[src/rtl/axi4_lite_master_engine_if.sv]
// Command, response and AXI4-Lite channel bundle for the master engine.
// The master modport is the engine's view; slave is the environment's.
interface axi4_lite_master_engine_if #(
  parameter int ADDR_WIDTH = 32,
  parameter int DATA_WIDTH = 32
);
  localparam int STRB_WIDTH = DATA_WIDTH / 8;

  logic                  cmd_valid;
  logic                  cmd_ready;
  logic                  cmd_write;
  logic [ADDR_WIDTH-1:0] cmd_addr;
  logic [DATA_WIDTH-1:0] cmd_wdata;
  logic [STRB_WIDTH-1:0] cmd_wstrb;

  logic                  rsp_valid;
  logic                  rsp_ready;
  logic                  rsp_write;
  logic [DATA_WIDTH-1:0] rsp_rdata;
  logic [1:0]            rsp_resp;

  logic [ADDR_WIDTH-1:0] m_awaddr;
  logic [3:0]            m_awcache;
  logic [2:0]            m_awprot;
  logic                  m_awvalid;
  logic                  m_awready;
  logic [DATA_WIDTH-1:0] m_wdata;
  logic [STRB_WIDTH-1:0] m_wstrb;
  logic                  m_wvalid;
  logic                  m_wready;
  logic [1:0]            m_bresp;
  logic                  m_bvalid;
  logic                  m_bready;
  logic [ADDR_WIDTH-1:0] m_araddr;
  logic [3:0]            m_arcache;
  logic [2:0]            m_arprot;
  logic                  m_arvalid;
  logic                  m_arready;
  logic [DATA_WIDTH-1:0] m_rdata;
  logic [1:0]            m_rresp;
  logic                  m_rvalid;
  logic                  m_rready;

  modport master (
    input  cmd_valid, cmd_write, cmd_addr,
    input  cmd_wdata, cmd_wstrb,
    output cmd_ready,
    output rsp_valid, rsp_write, rsp_rdata,
    output rsp_resp,
    input  rsp_ready,
    output m_awaddr, m_awcache, m_awprot,
    output m_awvalid,
    input  m_awready,
    output m_wdata, m_wstrb, m_wvalid,
    input  m_wready,
    input  m_bresp, m_bvalid,
    output m_bready,
    output m_araddr, m_arcache, m_arprot,
    output m_arvalid,
    input  m_arready,
    input  m_rdata, m_rresp, m_rvalid,
    output m_rready
  );

  modport slave (
    output cmd_valid, cmd_write, cmd_addr,
    output cmd_wdata, cmd_wstrb,
    input  cmd_ready,
    input  rsp_valid, rsp_write, rsp_rdata,
    input  rsp_resp,
    output rsp_ready,
    input  m_awaddr, m_awcache, m_awprot,
    input  m_awvalid,
    output m_awready,
    input  m_wdata, m_wstrb, m_wvalid,
    output m_wready,
    output m_bresp, m_bvalid,
    input  m_bready,
    input  m_araddr, m_arcache, m_arprot,
    input  m_arvalid,
    output m_arready,
    output m_rdata, m_rresp, m_rvalid,
    input  m_rready
  );
endinterface

[src/rtl/axi4_lite_master_engine.sv]
// Single-outstanding AXI4-Lite master: one cmd becomes one AW/W/B or
// AR/R transaction, answered on the rsp stream. All outputs registered.
module axi4_lite_master_engine #(
  parameter int          ADDR_WIDTH     = 32,
  parameter int          DATA_WIDTH     = 32,
  parameter logic [3:0]  AWCACHE        = 4'h3,
  parameter logic [3:0]  ARCACHE        = 4'h2,
  parameter logic [2:0]  PROT           = 3'b000,
  parameter int          TIMEOUT_CYCLES = 1024
) (
  input  logic                     aclk,
  input  logic                     aresetn,
  axi4_lite_master_engine_if.master bus,
  output logic                     busy,
  output logic                     timeout_err
);
  localparam int STRB_WIDTH = DATA_WIDTH / 8;
  localparam int WD_W =
    (TIMEOUT_CYCLES > 0) ? $clog2(TIMEOUT_CYCLES + 1) : 1;
  localparam logic [WD_W-1:0] WD_MAX = WD_W'(TIMEOUT_CYCLES);

  if (DATA_WIDTH != 32 && DATA_WIDTH != 64) begin : g_bad_width
    $error("DATA_WIDTH must be 32 or 64");
  end

  typedef enum logic [2:0] {
    IDLE,
    WR_REQ,
    WR_RESP,
    RD_REQ,
    RD_DATA,
    RSP
  } state_t;

  typedef struct packed {
    logic                  cmd_ready;
    logic                  awvalid;
    logic                  wvalid;
    logic                  bready;
    logic                  arvalid;
    logic                  rready;
    logic                  rsp_valid;
    logic                  rsp_write;
    logic [1:0]            resp;
    logic [ADDR_WIDTH-1:0] addr;
    logic [DATA_WIDTH-1:0] wdata;
    logic [STRB_WIDTH-1:0] wstrb;
    logic [DATA_WIDTH-1:0] rdata;
    logic                  busy;
    logic                  to_err;
    logic [WD_W-1:0]       wd_cnt;
  } regs_t;

  state_t state_q;
  state_t state_d;
  regs_t  r_q;
  regs_t  r_d;

  logic cmd_acc;
  logic aw_hs;
  logic w_hs;
  logic b_hs;
  logic ar_hs;
  logic r_hs;
  logic rsp_hs;
  logic active;

  assign cmd_acc = bus.cmd_valid & r_q.cmd_ready;
  assign aw_hs   = r_q.awvalid & bus.m_awready;
  assign w_hs    = r_q.wvalid & bus.m_wready;
  assign b_hs    = bus.m_bvalid & r_q.bready;
  assign ar_hs   = r_q.arvalid & bus.m_arready;
  assign r_hs    = bus.m_rvalid & r_q.rready;
  assign rsp_hs  = r_q.rsp_valid & bus.rsp_ready;

  assign active = (state_q == WR_REQ) | (state_q == WR_RESP) |
                  (state_q == RD_REQ) | (state_q == RD_DATA);

  always_ff @(posedge aclk or negedge aresetn) begin
    if (!aresetn) begin
      state_q     <= IDLE;
      r_q         <= '0;
      r_q.cmd_ready <= 1'b1;
    end else begin
      state_q <= state_d;
      r_q     <= r_d;
    end
  end

  always_comb begin
    state_d = state_q;
    r_d     = r_q;

    // Watchdog saturates; the transaction keeps waiting regardless.
    if (TIMEOUT_CYCLES > 0 && active) begin
      if (r_q.wd_cnt != WD_MAX) begin
        r_d.wd_cnt = r_q.wd_cnt + WD_W'(1);
      end
      if (r_d.wd_cnt == WD_MAX) begin
        r_d.to_err = 1'b1;
      end
    end

    unique case (state_q)
      IDLE: begin
        if (cmd_acc) begin
          r_d.cmd_ready = 1'b0;
          r_d.busy      = 1'b1;
          r_d.wd_cnt    = '0;
          r_d.addr      = bus.cmd_addr;
          if (bus.cmd_write) begin
            r_d.wdata   = bus.cmd_wdata;
            r_d.wstrb   = bus.cmd_wstrb;
            r_d.awvalid = 1'b1;
            r_d.wvalid  = 1'b1;
            state_d     = WR_REQ;
          end else begin
            r_d.wdata   = '0;
            r_d.wstrb   = '0;
            r_d.arvalid = 1'b1;
            state_d     = RD_REQ;
          end
        end
      end
      WR_REQ: begin
        if (aw_hs) r_d.awvalid = 1'b0;
        if (w_hs)  r_d.wvalid  = 1'b0;
        if (!r_d.awvalid && !r_d.wvalid) begin
          r_d.bready = 1'b1;
          state_d    = WR_RESP;
        end
      end
      WR_RESP: begin
        if (b_hs) begin
          r_d.bready    = 1'b0;
          r_d.resp      = bus.m_bresp;
          r_d.rdata     = '0;
          r_d.rsp_write = 1'b1;
          r_d.rsp_valid = 1'b1;
          state_d       = RSP;
        end
      end
      RD_REQ: begin
        if (ar_hs) begin
          r_d.arvalid = 1'b0;
          r_d.rready  = 1'b1;
          state_d     = RD_DATA;
        end
      end
      RD_DATA: begin
        if (r_hs) begin
          r_d.rready    = 1'b0;
          r_d.resp      = bus.m_rresp;
          r_d.rdata     = bus.m_rdata;
          r_d.rsp_write = 1'b0;
          r_d.rsp_valid = 1'b1;
          state_d       = RSP;
        end
      end
      RSP: begin
        if (rsp_hs) begin
          r_d.rsp_valid = 1'b0;
          r_d.cmd_ready = 1'b1;
          r_d.busy      = 1'b0;
          state_d       = IDLE;
        end
      end
      default: begin
        state_d = IDLE;
      end
    endcase
  end

  assign bus.cmd_ready = r_q.cmd_ready;
  assign bus.rsp_valid = r_q.rsp_valid;
  assign bus.rsp_write = r_q.rsp_write;
  assign bus.rsp_rdata = r_q.rdata;
  assign bus.rsp_resp  = r_q.resp;

  assign bus.m_awaddr  = r_q.addr;
  assign bus.m_awcache = AWCACHE;
  assign bus.m_awprot  = PROT;
  assign bus.m_awvalid = r_q.awvalid;
  assign bus.m_wdata   = r_q.wdata;
  assign bus.m_wstrb   = r_q.wstrb;
  assign bus.m_wvalid  = r_q.wvalid;
  assign bus.m_bready  = r_q.bready;
  assign bus.m_araddr  = r_q.addr;
  assign bus.m_arcache = ARCACHE;
  assign bus.m_arprot  = PROT;
  assign bus.m_arvalid = r_q.arvalid;
  assign bus.m_rready  = r_q.rready;

  assign busy        = r_q.busy;
  assign timeout_err = r_q.to_err;
endmodule

[src/flat_wrapper.sv]
// flat-port wrapper written by rule: the top's interface ports become plain ports
module axi4_lite_master_engine_flat 
#(
  parameter int          ADDR_WIDTH     = 32,
  parameter int          DATA_WIDTH     = 32,
  parameter logic [3:0]  AWCACHE        = 4'h3,
  parameter logic [3:0]  ARCACHE        = 4'h2,
  parameter logic [2:0]  PROT           = 3'b000,
  parameter int          TIMEOUT_CYCLES = 1024
)
  (aclk, aresetn, busy, timeout_err, bus_cmd_valid, bus_cmd_write, bus_cmd_addr, bus_cmd_wdata, bus_cmd_wstrb, bus_cmd_ready, bus_rsp_valid, bus_rsp_write, bus_rsp_rdata, bus_rsp_resp, bus_rsp_ready, bus_m_awaddr, bus_m_awcache, bus_m_awprot, bus_m_awvalid, bus_m_awready, bus_m_wdata, bus_m_wstrb, bus_m_wvalid, bus_m_wready, bus_m_bresp, bus_m_bvalid, bus_m_bready, bus_m_araddr, bus_m_arcache, bus_m_arprot, bus_m_arvalid, bus_m_arready, bus_m_rdata, bus_m_rresp, bus_m_rvalid, bus_m_rready);
  axi4_lite_master_engine_if #(.ADDR_WIDTH(ADDR_WIDTH), .DATA_WIDTH(DATA_WIDTH)) bus_i ();
  input  logic aclk;
  input  logic aresetn;
  output logic busy;
  output logic timeout_err;
  input wire logic [$bits(bus_i.cmd_valid)-1:0] bus_cmd_valid;
  input wire logic [$bits(bus_i.cmd_write)-1:0] bus_cmd_write;
  input wire logic [$bits(bus_i.cmd_addr)-1:0] bus_cmd_addr;
  input wire logic [$bits(bus_i.cmd_wdata)-1:0] bus_cmd_wdata;
  input wire logic [$bits(bus_i.cmd_wstrb)-1:0] bus_cmd_wstrb;
  output wire logic [$bits(bus_i.cmd_ready)-1:0] bus_cmd_ready;
  output wire logic [$bits(bus_i.rsp_valid)-1:0] bus_rsp_valid;
  output wire logic [$bits(bus_i.rsp_write)-1:0] bus_rsp_write;
  output wire logic [$bits(bus_i.rsp_rdata)-1:0] bus_rsp_rdata;
  output wire logic [$bits(bus_i.rsp_resp)-1:0] bus_rsp_resp;
  input wire logic [$bits(bus_i.rsp_ready)-1:0] bus_rsp_ready;
  output wire logic [$bits(bus_i.m_awaddr)-1:0] bus_m_awaddr;
  output wire logic [$bits(bus_i.m_awcache)-1:0] bus_m_awcache;
  output wire logic [$bits(bus_i.m_awprot)-1:0] bus_m_awprot;
  output wire logic [$bits(bus_i.m_awvalid)-1:0] bus_m_awvalid;
  input wire logic [$bits(bus_i.m_awready)-1:0] bus_m_awready;
  output wire logic [$bits(bus_i.m_wdata)-1:0] bus_m_wdata;
  output wire logic [$bits(bus_i.m_wstrb)-1:0] bus_m_wstrb;
  output wire logic [$bits(bus_i.m_wvalid)-1:0] bus_m_wvalid;
  input wire logic [$bits(bus_i.m_wready)-1:0] bus_m_wready;
  input wire logic [$bits(bus_i.m_bresp)-1:0] bus_m_bresp;
  input wire logic [$bits(bus_i.m_bvalid)-1:0] bus_m_bvalid;
  output wire logic [$bits(bus_i.m_bready)-1:0] bus_m_bready;
  output wire logic [$bits(bus_i.m_araddr)-1:0] bus_m_araddr;
  output wire logic [$bits(bus_i.m_arcache)-1:0] bus_m_arcache;
  output wire logic [$bits(bus_i.m_arprot)-1:0] bus_m_arprot;
  output wire logic [$bits(bus_i.m_arvalid)-1:0] bus_m_arvalid;
  input wire logic [$bits(bus_i.m_arready)-1:0] bus_m_arready;
  input wire logic [$bits(bus_i.m_rdata)-1:0] bus_m_rdata;
  input wire logic [$bits(bus_i.m_rresp)-1:0] bus_m_rresp;
  input wire logic [$bits(bus_i.m_rvalid)-1:0] bus_m_rvalid;
  output wire logic [$bits(bus_i.m_rready)-1:0] bus_m_rready;
  assign bus_i.cmd_valid = bus_cmd_valid;
  assign bus_i.cmd_write = bus_cmd_write;
  assign bus_i.cmd_addr = bus_cmd_addr;
  assign bus_i.cmd_wdata = bus_cmd_wdata;
  assign bus_i.cmd_wstrb = bus_cmd_wstrb;
  assign bus_cmd_ready = bus_i.cmd_ready;
  assign bus_rsp_valid = bus_i.rsp_valid;
  assign bus_rsp_write = bus_i.rsp_write;
  assign bus_rsp_rdata = bus_i.rsp_rdata;
  assign bus_rsp_resp = bus_i.rsp_resp;
  assign bus_i.rsp_ready = bus_rsp_ready;
  assign bus_m_awaddr = bus_i.m_awaddr;
  assign bus_m_awcache = bus_i.m_awcache;
  assign bus_m_awprot = bus_i.m_awprot;
  assign bus_m_awvalid = bus_i.m_awvalid;
  assign bus_i.m_awready = bus_m_awready;
  assign bus_m_wdata = bus_i.m_wdata;
  assign bus_m_wstrb = bus_i.m_wstrb;
  assign bus_m_wvalid = bus_i.m_wvalid;
  assign bus_i.m_wready = bus_m_wready;
  assign bus_i.m_bresp = bus_m_bresp;
  assign bus_i.m_bvalid = bus_m_bvalid;
  assign bus_m_bready = bus_i.m_bready;
  assign bus_m_araddr = bus_i.m_araddr;
  assign bus_m_arcache = bus_i.m_arcache;
  assign bus_m_arprot = bus_i.m_arprot;
  assign bus_m_arvalid = bus_i.m_arvalid;
  assign bus_i.m_arready = bus_m_arready;
  assign bus_i.m_rdata = bus_m_rdata;
  assign bus_i.m_rresp = bus_m_rresp;
  assign bus_i.m_rvalid = bus_m_rvalid;
  assign bus_m_rready = bus_i.m_rready;
  axi4_lite_master_engine #(.ADDR_WIDTH(ADDR_WIDTH), .DATA_WIDTH(DATA_WIDTH), .AWCACHE(AWCACHE), .ARCACHE(ARCACHE), .PROT(PROT), .TIMEOUT_CYCLES(TIMEOUT_CYCLES)) u_core (.aclk(aclk), .aresetn(aresetn), .bus(bus_i), .busy(busy), .timeout_err(timeout_err));
endmodule
[config.mk]
export PLATFORM = sky130hd
export DESIGN_NAME = axi4_lite_master_engine_flat
export DESIGN_NICKNAME = d
export VERILOG_FILES = /design/src/rtl/axi4_lite_master_engine_if.sv /design/src/rtl/axi4_lite_master_engine.sv /design/src/flat_wrapper.sv
export SDC_FILE = /design/constraint.sdc
export NUM_CORES = 1
export LEC_CHECK = 0
export BUFFER_PORTS_ARGS = -buffer_cell sky130_fd_sc_hd__buf_4
export CORE_AREA = 2 2 114 138
export DETAILED_ROUTE_END_ITERATION = 16
export DIE_AREA = 0 0 116 140
export PLACE_DENSITY_LB_ADDON = 0.05
export SYNTH_ARGS = -nofsm -noshare
export SYNTH_HDL_FRONTEND = slang
export SYNTH_SLANG_ARGS = --single-unit
[constraint.sdc]
create_clock -name aclk -period 1.7 [get_ports aclk]
set_clock_uncertainty 0.05 [all_clocks]
set_input_delay 0.085 -clock aclk [delete_from_list [all_inputs] [get_ports aclk]]
set_output_delay 0.085 -clock aclk [all_outputs]
set_load 0.01 [all_outputs]
**Yosys cells after proc, flatten, opt, wreduce, memory -nomap -nowiden**

Cells that the tools add are included.

- Register bits: 126
- Output and inout bits: 158
- Logic and storage cells: 105

- Add/sub/neg operators: 1
- Eq/ne operators: 15
- Muxes and demuxes: 41
- Bitwise operators: 10
- Reduce and logical (&&, ||, !) cells: 21

Operators by type and width:

| operator | count |
|---|---|
| $mux 32 | 2 |
| $pmux 32 s2 | 1 |
| $mux 11 | 5 |
| $mux 36 | 1 |
| $mux 3 | 7 |
| $pmux 3 s6 | 1 |
| $reduce_and 3->1 | 5 |
| $reduce_bool 2->1 | 6 |
| $add 11x1->11 const B | 1 |
| $eq 11x11->1 const B | 1 |
| $mux 1 | 11 |
| $ne 11x11->1 const B | 1 |
| $ne 2x1->1 const B | 5 |
| $pmux 1 s2 | 5 |
| $reduce_and 4->1 | 2 |
| $and 1x1->1 | 7 |
| $eq 3x2->1 const B | 2 |
| $eq 3x3->1 const B | 2 |
| $mux 2 | 3 |
| $ne 2x2->1 const B | 3 |
| $pmux 3 s2 | 1 |
| $reduce_and 6->1 | 1 |
| $mux 5 | 1 |
| $mux 4 | 1 |
| other kinds (9) | 13 |

**Depth between registers and ports, before layout**

Gate-level depths: netlist of run 1.

- Word-level depth: 8
- Mapped depth: 8
- Gate-level depth less buffers: 7

**Worst setup path after synthesis of run 1**

Ideal clock, no wire load.

- Path type: register to register
- Start point: register u_core.state_q[1]
- End point: register u_core.r_q (netlist bit u_core.bus.rsp_rdata[10])
- Setup time: 0.121 ns
- Data arrival time: 1.634 ns
- Slack: -0.105 ns
- Cell stages (with the launch flop): 8
- Buffers on the path: 3
- Cells stage by stage: dfrtp_1 -> nor2b_1 -> buf_6 -> and3_4 -> or3_1 -> buf_2 -> buf_6 -> a22o_1

- Longest elaborated chain between the ends: 3
- Elaborated cells between the ends (all ways): 7
- Classes of those cells: eq/ne (4); mux (1); reduce/logical (2)

Ends and longest elaborated chain:

| element | RTL line | RTL |
|---|---|---|
| start, declared | axi4_lite_master_engine.sv:54 | `state_t state_q;` |
| start signal, assigned | axi4_lite_master_engine.sv:85 | `state_q <= state_d;` |
| $eq 3x2->1 / $eq 3x3->1 (equally long branches) | axi4_lite_master_engine.sv:104 | `unique case (state_q)` |
| $ne 2x1->1 (no source line) / $reduce_bool 2->1 (equally long branches) | - |  |
| $reduce_and 3->1 (no source line) | - |  |
| end signal, assigned | axi4_lite_master_engine.sv:86 | `r_q <= r_d;` |
| end, declared | axi4_lite_master_engine.sv:56 | `regs_t r_q;` |

Parallel ways exist; a longest one is shown, timed or not.
A chain may end at the register's enable or synchronous reset.

**Final worst setup path of run 1**

- Start point: register u_core.state_q[1]
- End point: register u_core.r_q (netlist bit u_core.bus.rsp_rdata[4])

The elaborated chain is that of the path after synthesis.

==> results.ini, run 1 <==
[outcome]
run_status = finished, violations left
violations = negative setup slack

[placement]
gp_congestion = 0.8648
place_ws_ps = -103.0
port_buffers = 257
place_area_um2 = 7836
dp_hpwl_mm = 11.51

[timing]
rsz0062_at_grt = yes
fin_crit_ps = 1779
setup_violations = 69
setup_ws_ps = -78.93
fin_tns_setup_ps = -2357
holdWs_ps = 177.3
fin_crit_sh = 1.046
fmax_ghz = 0.5621
final_max_slew_viol_count = 0
hold_viol = 0

[die]
std_cell_rows = 49
core_area_um2 = 14840
start_util = 0.4319
die_height_um = 140
die_area_um2 = 16240
num_io_pins = 272
die_x_um = 116

[yosys]
synth_area_leaders = dfrtp_1 (49%), buf_4 (17%), nand2_1 (11%), a22o_1 (4.4%), nand3_1 (3.8%)
ys_ff_latch = 126
synthCells = 699
ys_types = 45
synth-async-reset-ratio = 1.000
yosysSeqAreaShare = 0.4922
syn_area_per_cell_um2 = 9.168
synth_edf_count = 0
yosys.area.top_type = dfrtp_1
syn_area_um2 = 6409
ys.flop_type = dfrtp_1
synth_warnings = 0
synth_top_area_frac = 0.4881

[grt]
gr-total-overflow = 0
grt_max_degree = 74
grt_pass1_wl_mm = 27.42
grt_pass1_vias = 5607
grt_usage = 0.2107
antenna_found_initial = 0

[worst_setup_path]
startpoint_type = flip-flop
end_kind = flip-flop
critPathRequiredTime_ps = 1940
critPathArrivalTime_ps = 2020
crit_fanout = 36
critical_path_class = reg -> reg
reg2reg_slack_ps = -80

[clock_network]
h-tree-depth = 4
numCtsBuffers = 17
root_buffer = clkbuf_16
clockBufferDepth = 2
clkSinkCount = 126
cts_tree = yes
clk_pin_slew_ps = 60
clock_latency_ps = 410

[pwr]
vdd_drop_max_mv = 0.9019
powerDensity_nw_per_um2 = 1673
leakage_uw = 0.005067

[route]
postRouteAntennaNets = 0
drt-pass1-iter-count = 4
dr_total_vias = 5491
drt_iter0_markers = 231
drt-total-wl_mm = 17.06
vias_per_cell = 4.610
drc = 0
drt-wirelength-per-cell_um = 14.32

[finish]
fin_area_um2 = 9741
drive_gt1_frac = 0.3820
final_core_util = 0.6565
n_antenna_cell = 0
areaGrowthSynthToFinish_pct = 51.99
layout.nets = 1090

[worst_hold_path]
min_path_type = in -> async

[flow_run]
cap_violations = 0

==> worst max-delay path, stage by stage (launching register included) <==
cell and delay [ps]:
dfrtp_2 440, and2b_2 260, a31oi_1 90, or3_4 390, buf_12 180, a22o_1 240
==> per-stage QoR <==
step | cells | power [uW]
floorplan | 711 | 10100
global placement | 1037 | 11960
detailed placement | 1037 | 12110
CTS | 1187 | 16200
global route | 1191 | 17380
finish | 1191 | 16290
==> registers in the layout, indices dropped and copies added, names as in the netlist, 2 cells and up <==
signal                count
u_core.bus.rsp_resp       2
u_core.state_q            3
u_core.r_q               11
u_core.bus.m_wstrb        4
u_core.bus.rsp_rdata     32
u_core.bus.m_araddr      32
u_core.bus.m_wdata       32
==> power by group <==
part / switching (uW) / leakage (uW) / total, uW / internal (uW)
Combinational: 3450 / 0.00315 / 7450 / 4000
Clock: 1430 / 0.000277 / 3600 / 2180
Sequential: 965 / 0.00164 / 5240 / 4270
Total: 5840 / 0.00507 / 16300 / 10500
==> cells in the mapped netlist (all sizes together), types with 7 or more instances <==
master	instances
a21oi	17
inv	8
or3	7
clkbuf	21
buf	163
nand3	49
nor2	15
nand2	191
o21ai	12
dfrtp	125
a22o	32
==> metal layers <==
metal	wire length, um	track usage	part of all wire	vias to the layer above
li1	-	-	-	2672
met1	6911	0.2574	0.41	2600
met2	8799	0.3583	0.52	194
met3	925	0.04890	0.054	25
met4	420	0.08208	0.025	0
met5	0	0	0	-
==> cell type report <==
type / count / area, um2
clock buffers: 17 / 425.4
well taps: 204 / 255.2
multi-input cells: 393 / 2087
repair buffers: 428 / 3623
flip-flops and latches: 126 / 3158
fillers: 1202 / 5096
inverters: 8 / 30.03
clock inverters: 15 / 161.4
==> final timing paths <==
check | cells past startpoint | endpoint | startpoint
max | 5 | u_core.bus.rsp_rdata[4] | u_core.state_q[1]
max in group asynchronous | 3 | u_core.state_q[0] | aresetn
min reg2reg | 2 | u_core.bus.m_wdata[0] | u_core.bus.m_wdata[0]
max reg2reg | 5 | u_core.bus.rsp_rdata[4] | u_core.state_q[1]
min | 3 | u_core.r_q[8] | aresetn
min in group aclk | 3 | u_core.bus.m_awvalid | bus_m_awready
==> kinds of logic after synthesis <==
logic type | count (synthesis) | share of synthesized area
AO/OA/AOI/OAI | 74 | 0.08161
XOR/XNOR | 11 | 0.01503
adder cells (fa/ha/maj) | 2 | 0.003904
buffers and inverters | 192 | 0.2060
flip-flops | 126 | 0.4922
multiplexers | 3 | 0.004881
other | 2 | 0.001172
AND/OR/NAND/NOR | 289 | 0.1952
==> layout by cell type, fill, tap and decap left out, drive strengths merged, types with 2 or more instances in the layout <==
cell type and count:
a21oi 17, a22o 32, a31oi 4, and2 2
and3 4, and4 2, buf 315, bufinv 2
clkbuf 17, clkinv 5, clkinvlp 4, conb 14
dfrtp 125, dlygate4sd3 113, ha 2, inv 12
mux2i 2, nand2 191, nand3 49, nand4 5
nor2 15, nor2b 2, nor3 6, o21ai 12
o22ai 2, or3 7, xnor2 6, xor2 5
==> repair_timing <==
| action | CTS | global route |
|---|---|---|
| hold buffers | 113 | 0 |
| pin swaps | 1 | 7 |
| gates resized for setup | 14 | 15 |
| endpoints found under the setup margin | 104 | 115 |
| hold endpoints to repair | 234 | 0 |
| gates cloned | 0 | 0 |
| setup buffers | 5 | 4 |
Power figures use the tool's default switching activity.
==> run 2, diff against run 1 <==
--- a/config.mk
+++ b/config.mk
@@ -6,9 +6,9 @@
 export NUM_CORES = 1
 export LEC_CHECK = 0
 export BUFFER_PORTS_ARGS = -buffer_cell sky130_fd_sc_hd__buf_4
-export CORE_AREA = 2 2 114 138
+export CORE_AREA = 2 2 124 126
 export DETAILED_ROUTE_END_ITERATION = 16
-export DIE_AREA = 0 0 116 140
+export DIE_AREA = 0 0 126 128
 export PLACE_DENSITY_LB_ADDON = 0.05
 export SYNTH_ARGS = -nofsm -noshare
 export SYNTH_HDL_FRONTEND = slang
==> run 2 against run 1 <==
Against the previous run:
- the flow still finishes with violations (negative setup slack)
- register-to-register slack better by 40 ps
- power up 0.75%
- fmax up 2.2%
- global-route usage down 0.058 points
- core utilization up 2.0 points
- highest routed layer unchanged
==> results.ini, run 2 (synthesis results as in run 1) <==
[timing]
setup_ws_ps = -41.21  ; +37.72 ps
setup_violations = 42  ; -39%
slew_headroom = 0.6526
hold_viol = 0  ; unchanged
rsz0062_at_grt = yes
final_max_slew_viol_count = 0  ; unchanged
fin_crit_sh = 1.024  ; -0.02219
fmax_ghz = 0.5743  ; +2.2%
worst_pin_slew_ps = 521.1
fin_crit_ps = 1741  ; -37.72 ps

[worst_setup_path]
crit_family = simple AND/OR/NAND/NOR gates
cp_cell_sequence = and2b_1, a31oi_1, or3_4, buf_12, a22o_1
slowest_delay_ps = 440  ; about the same
cp_slowest_cell = dfrtp_2
r2r-start = u_core.state_q[1]
critPathArrivalTime_ps = 1990  ; -30 ps
critPathRequiredTime_ps = 1950  ; about the same
end_kind = flip-flop
crit_fanout = 18  ; -50%
cp_num_buf_inv = 1  ; unchanged
worstSetupStartpoint = u_core.state_q[1]
critical_path_class = reg -> reg
startpoint_type = flip-flop

[die]
start_util = 0.4311  ; -0.0007999
num_io_pins = 272  ; unchanged
die_height_um = 128  ; -8.6%
std_cell_rows = 45  ; -8.2%
core_area_um2 = 14860  ; +0.19%
die_x_um = 126  ; +8.6%
die_area_um2 = 16130  ; -0.69%

[route]
vias_per_cell = 4.778  ; +3.6%
drc = 0  ; unchanged
dr_total_vias = 5614  ; +2.2%
drt-total-wl_mm = 18.37  ; +7.7%
drt-wirelength-per-cell_um = 15.63  ; +9.2%
drt_iter0_markers = 347  ; +50%
postRouteAntennaNets = 0  ; unchanged
drt-pass1-iter-count = 4  ; unchanged

[grt]
grt_usage = 0.2101  ; -0.0005788
grt_pass1_vias = 5495  ; -2.0%
gr-total-overflow = 0  ; unchanged
antenna_found_initial = 0  ; unchanged
grt_max_degree = 93  ; +26%
grt_pass1_wl_mm = 27.02  ; -1.5%

[finish]
final_common_cell = buf_4
stdcell_count = 1175  ; -1.3%
nFillCells = 1159  ; -3.6%
n_antenna_cell = 0  ; unchanged
drive_gt1_frac = 0.4205  ; +0.03850
areaGrowthSynthToFinish_pct = 56.83
layout.nets = 1093  ; +0.28%
layout_common_cells = buf_4 (298), nand2_1 (189), dfrtp_1 (122), dlygate4sd3_1 (112), nand3_2 (36)

[clock_network]
cts_tree = yes
clockBufferDepth = 2  ; unchanged
clkSinkCount = 126  ; unchanged
numCtsBuffers = 17  ; unchanged
clk_pin_slew_ps = 50  ; about the same
h-tree-depth = 4  ; unchanged
root_buffer = clkbuf_16
clock_latency_ps = 410  ; about the same

[placement]
place_ws_ps = -159.7  ; -56.70 ps
gp_congestion = 0.8194  ; -5.2%
port_buffers = 257  ; unchanged
dp.cells = 1019  ; -1.7%
dp_hpwl_mm = 11.03  ; -4.2%

[outcome]
violations = negative setup slack
run_status = finished, violations left

[pwr]
power_uw = 16420  ; +0.75%
vdd_drop_max_mv = 0.7756  ; -14%
leakage_uw = 0.005140  ; +1.4%
powerDensity_nw_per_um2 = 1633  ; -2.4%

[worst_hold_path]
hp-start = bus_cmd_valid
min_path_type = in -> reg

[flow_run]
cap_violations = 0  ; unchanged

run 2: metrics by stage:
step,utilization,area (um2),hold WS [ps],TNS [ps]
6_report,0.6762,10050,182.3,-758.6
5_1_grt,0.6762,10050,184.9,-5489
4_1_cts,0.6413,9533,141.8,-973.7
3_5_place_dp,0.5240,7789,128.3,-4379
3_3_place_gp,0.5240,7789,131.4,-1557
2_1_floorplan,-,6467,-260.6,-380.9
run 2: worst paths after layout:
check	to	slack, ps	cells past startpoint
max	u_core.bus.rsp_rdata[3]	-40	5
min	u_core.bus.m_arvalid	180	4
max reg2reg	u_core.bus.rsp_rdata[3]	-40	5
min reg2reg	u_core.bus.m_wstrb[3]	420	2
max in group asynchronous	u_core.state_q[2]	940	3
min in group asynchronous	u_core.r_q[7]	210	3
run 2: repair_timing:
action | CTS | global route
hold endpoints to repair | 234 | 0
setup endpoints to repair | 113 | 96
setup buffers | 2 | 5
pin swaps | 4 | 79
gates cloned | 1 | 7
gates resized for setup | 16 | 62
hold buffers | 112 | 0
run 2: power breakdown:
part	total [uW]	leakage [uW]	internal [uW]	switching (uW)
sequential	5230	0.00164	4280	953
combinational	7880	0.00323	4220	3660
clock	3310	0.000267	2020	1290
total	16400	0.00514	10500	5900
run 2: layer usage:
layer / up-vias / routed length (um) / track usage
met5: - / 0 / 0
met4: 0 / 429 / 0.08145
met3: 29 / 1109 / 0.06010
met2: 187 / 9405 / 0.3653
met1: 2702 / 7426 / 0.2469
li1: 2696 / - / -
run 2: final cells by class:
cell class / count / area, um2 / area share
Sequential cell: 126 / 3158 / 0.3142
Clock buffer: 23 / 498.0 / 0.04955
Inverter: 8 / 30.03 / 0.002988
Multi-Input combinational cell: 393 / 2311 / 0.2299
Clock inverter: 6 / 36.28 / 0.003610
Timing Repair Buffer: 431 / 3782 / 0.3763
Tap cell: 188 / 235.2 / 0.02340
run 2: worst register-to-register path, cell delays in order, from the launching register on:
cell and delay (ps):
dfrtp_2 440, and2b_1 220, a31oi_1 90, or3_4 420, buf_12 170, a22o_1 240
==> run 3, diff against run 2 <==
--- a/config.mk
+++ b/config.mk
@@ -5,10 +5,10 @@
 export SDC_FILE = /design/constraint.sdc
 export NUM_CORES = 1
 export LEC_CHECK = 0
-export BUFFER_PORTS_ARGS = -buffer_cell sky130_fd_sc_hd__buf_4
-export CORE_AREA = 2 2 124 126
+export CORE_AREA = 2 2 109 111
 export DETAILED_ROUTE_END_ITERATION = 16
-export DIE_AREA = 0 0 126 128
+export DIE_AREA = 0 0 111 113
+export DONT_BUFFER_PORTS = 1
 export PLACE_DENSITY_LB_ADDON = 0.05
 export SYNTH_ARGS = -nofsm -noshare
 export SYNTH_HDL_FRONTEND = slang
==> run 3 against run 2 <==
Against the previous run:
- the flow finishes with violations (negative hold slack, negative setup slack)
- fmax fell by 0.68%
- combinational power fell by 32%
- power fell by 8.7%
- sequential share of layout area rose by 5.9 points
- non-clock buffer count fell by 244
==> results.ini, run 3 (synthesis results as in run 1) <==
[worst_setup_path]
reg2reg_depth = 5  ; unchanged
slowest_delay_ps = 450  ; about the same
startpoint_type = flip-flop
end_kind = flip-flop
critical_path_class = reg -> reg
critPathArrivalTime_ps = 2000  ; about the same
crit_fanout = 18  ; unchanged
cp_slowest_cell = dfrtp_2
cp.depth = 5  ; unchanged
cp_num_buf_inv = 1  ; unchanged
crit_family = simple AND/OR/NAND/NOR gates
cp_cell_sequence = and2b_1, a31oi_1, or3_4, clkbuf_16, a22o_1
critPathRequiredTime_ps = 1950  ; about the same

[route]
drc = 0  ; unchanged
drt-pass1-iter-count = 6  ; +2
vias_per_cell = 5.366  ; +12%
postRouteAntennaNets = 0  ; unchanged
drt-wirelength-per-cell_um = 18.83  ; +20%
dr_total_vias = 4760  ; -15%
drt-total-wl_mm = 16.70  ; -9.1%
drt_iter0_markers = 278  ; -20%

[placement]
dp_hpwl_mm = 9.027  ; -18%
port_buffers = 0  ; -100%
gp_congestion = 0.8150  ; -0.54%

[die]
die_area_um2 = 12540  ; -22%
std_cell_rows = 39  ; -13%
num_io_pins = 272  ; unchanged
start_util = 0.5685  ; +0.1374
core_area_um2 = 11270  ; -24%
die_height_um = 113  ; -12%
die_x_um = 111  ; -12%

[outcome]
violations = negative hold slack, negative setup slack
run_status = finished, violations left

[clock_network]
numCtsBuffers = 17  ; unchanged
hold_buffers = 113  ; +0.89%
clk_pin_slew_ps = 50  ; about the same
clkSinkCount = 126  ; unchanged
cts_tree = yes
root_buffer = clkbuf_16
clock_latency_ps = 410  ; about the same
clockBufferDepth = 2  ; unchanged
h-tree-depth = 4  ; unchanged

[timing]
rsz0062_at_grt = yes
fin_crit_sh = 1.031  ; +0.006998
setup_ws_ps = -53.11  ; -11.90 ps
fin_crit_ps = 1753  ; +11.90 ps
setup_violations = 59  ; +40%
final_max_slew_viol_count = 0  ; unchanged
holdWs_ps = -682.2  ; -864.5 ps
hold_viol = 126  ; +126
fmax_ghz = 0.5704  ; -0.68%

[grt]
grt_usage = 0.2435  ; +0.03341
grt_pass1_vias = 4821  ; -12%
grt_max_degree = 127  ; +37%
grt_pass1_wl_mm = 24.23  ; -10%
antenna_found_initial = 0  ; unchanged
gr-total-overflow = 0  ; unchanged

[finish]
drive_gt1_frac = 0.2970  ; -0.1234
final_common_cell = nand2_1
layout.nets = 849  ; -22%
layout_common_cells = nand2_1 (147), dfrtp_1 (121), dlygate4sd3_1 (112), buf_4 (52), nand3_2 (35)
final_core_util = 0.7508  ; +0.07463
areaGrowthSynthToFinish_pct = 32.06
n_antenna_cell = 0  ; unchanged

[worst_hold_path]
min_path_type = in -> async

[pwr]
powerDensity_nw_per_um2 = 1770  ; +8.4%
vdd_drop_max_mv = 0.9951  ; +28%
leakage_uw = 0.004115  ; -20%

[flow_run]
cap_violations = 0  ; unchanged

-- run 3: changes by cell type in the layout (fill, tap and decap cells not counted), moves of 2 or more --
| cell | delta |
|---|---|
| bufinv_16 | +2 |
| nor2_4 | +2 |
| nor2_1 | -3 |
| nand2_1 | -42 |
| nand2_2 | +23 |
| a21oi_2 | +4 |
| buf_12 | -2 |
| buf_4 | -246 |
| buf_6 | +5 |
| nand2_4 | +19 |
| a21oi_1 | -4 |
-- run 3: repair_timing --
item                                   4_1_cts  5_1_grt
buffers inserted                             9        2
gates resized for setup                     14      132
gates cloned                                 0       10
endpoints found under the hold margin      238      126
setup endpoints to repair                  116      119
pin swaps                                    4       84
-- run 3: per-stage QoR --
step	instance area (um2)	total power, uW	setup WS [ps]	cells	TNS (ps)
2_1_floorplan	6467	10100	-14.68	711	-380.9
3_5_place_dp	5823	9829	-91.21	723	-4270
5_1_grt	8463	15900	-144.7	887	-6171
4_1_cts	7669	13910	-13.15	875	-130.4
6_report	8463	14980	-53.11	887	-1291
3_3_place_gp	5823	9727	-40.36	723	-1082
-- run 3: worst paths after layout --
check                                            start                  endpoint  slack, ps
worst min register to register  u_core.bus.m_wdata[19]    u_core.bus.m_wdata[19]        500
max in group asynchronous                      aresetn      u_core.bus.cmd_ready       2040
worst min-delay path                           aresetn  u_core.bus.rsp_rdata[31]       -680
worst max-delay path                 u_core.state_q[1]   u_core.bus.rsp_rdata[3]        -50
min in group aclk                         bus_m_bvalid         u_core.state_q[2]         50
worst max register to register       u_core.state_q[1]   u_core.bus.rsp_rdata[3]        -50
-- run 3: report_power, final --
part           switching [uW]  internal, uW
sequential               1830          4270
clock                    1230          2330
combinational            2520          2800
-- run 3: cell type report --
type / instances / area (um2)
Clock buffer: 24 / 501.7
Clock inverter: 6 / 82.58
Fill cell: 729 / 2809
Inverter: 8 / 30.03
Multi-Input combinational cell: 393 / 2552
Sequential cell: 126 / 3159
Tap cell: 143 / 178.9
Timing Repair Buffer: 187 / 1958
-- run 3: worst register-to-register path: cells and delay by family, from the launching register on --
kind	cells	cell delay, ps
DFF	1	450
and+or+nand+nor	2	640
AOI/OAI and AO/OA	2	320
buffers and inverters	1	190
-- run 3: layer usage --
| metal | share of wire | track usage | vias to the layer above |
|---|---|---|---|
| li1 | - | - | 2198 |
| met1 | 0.38 | 0.2755 | 2299 |
| met2 | 0.51 | 0.4127 | 218 |
| met3 | 0.076 | 0.08784 | 45 |
| met4 | 0.033 | 0.1175 | 0 |
| met5 | 0 | 0 | - |
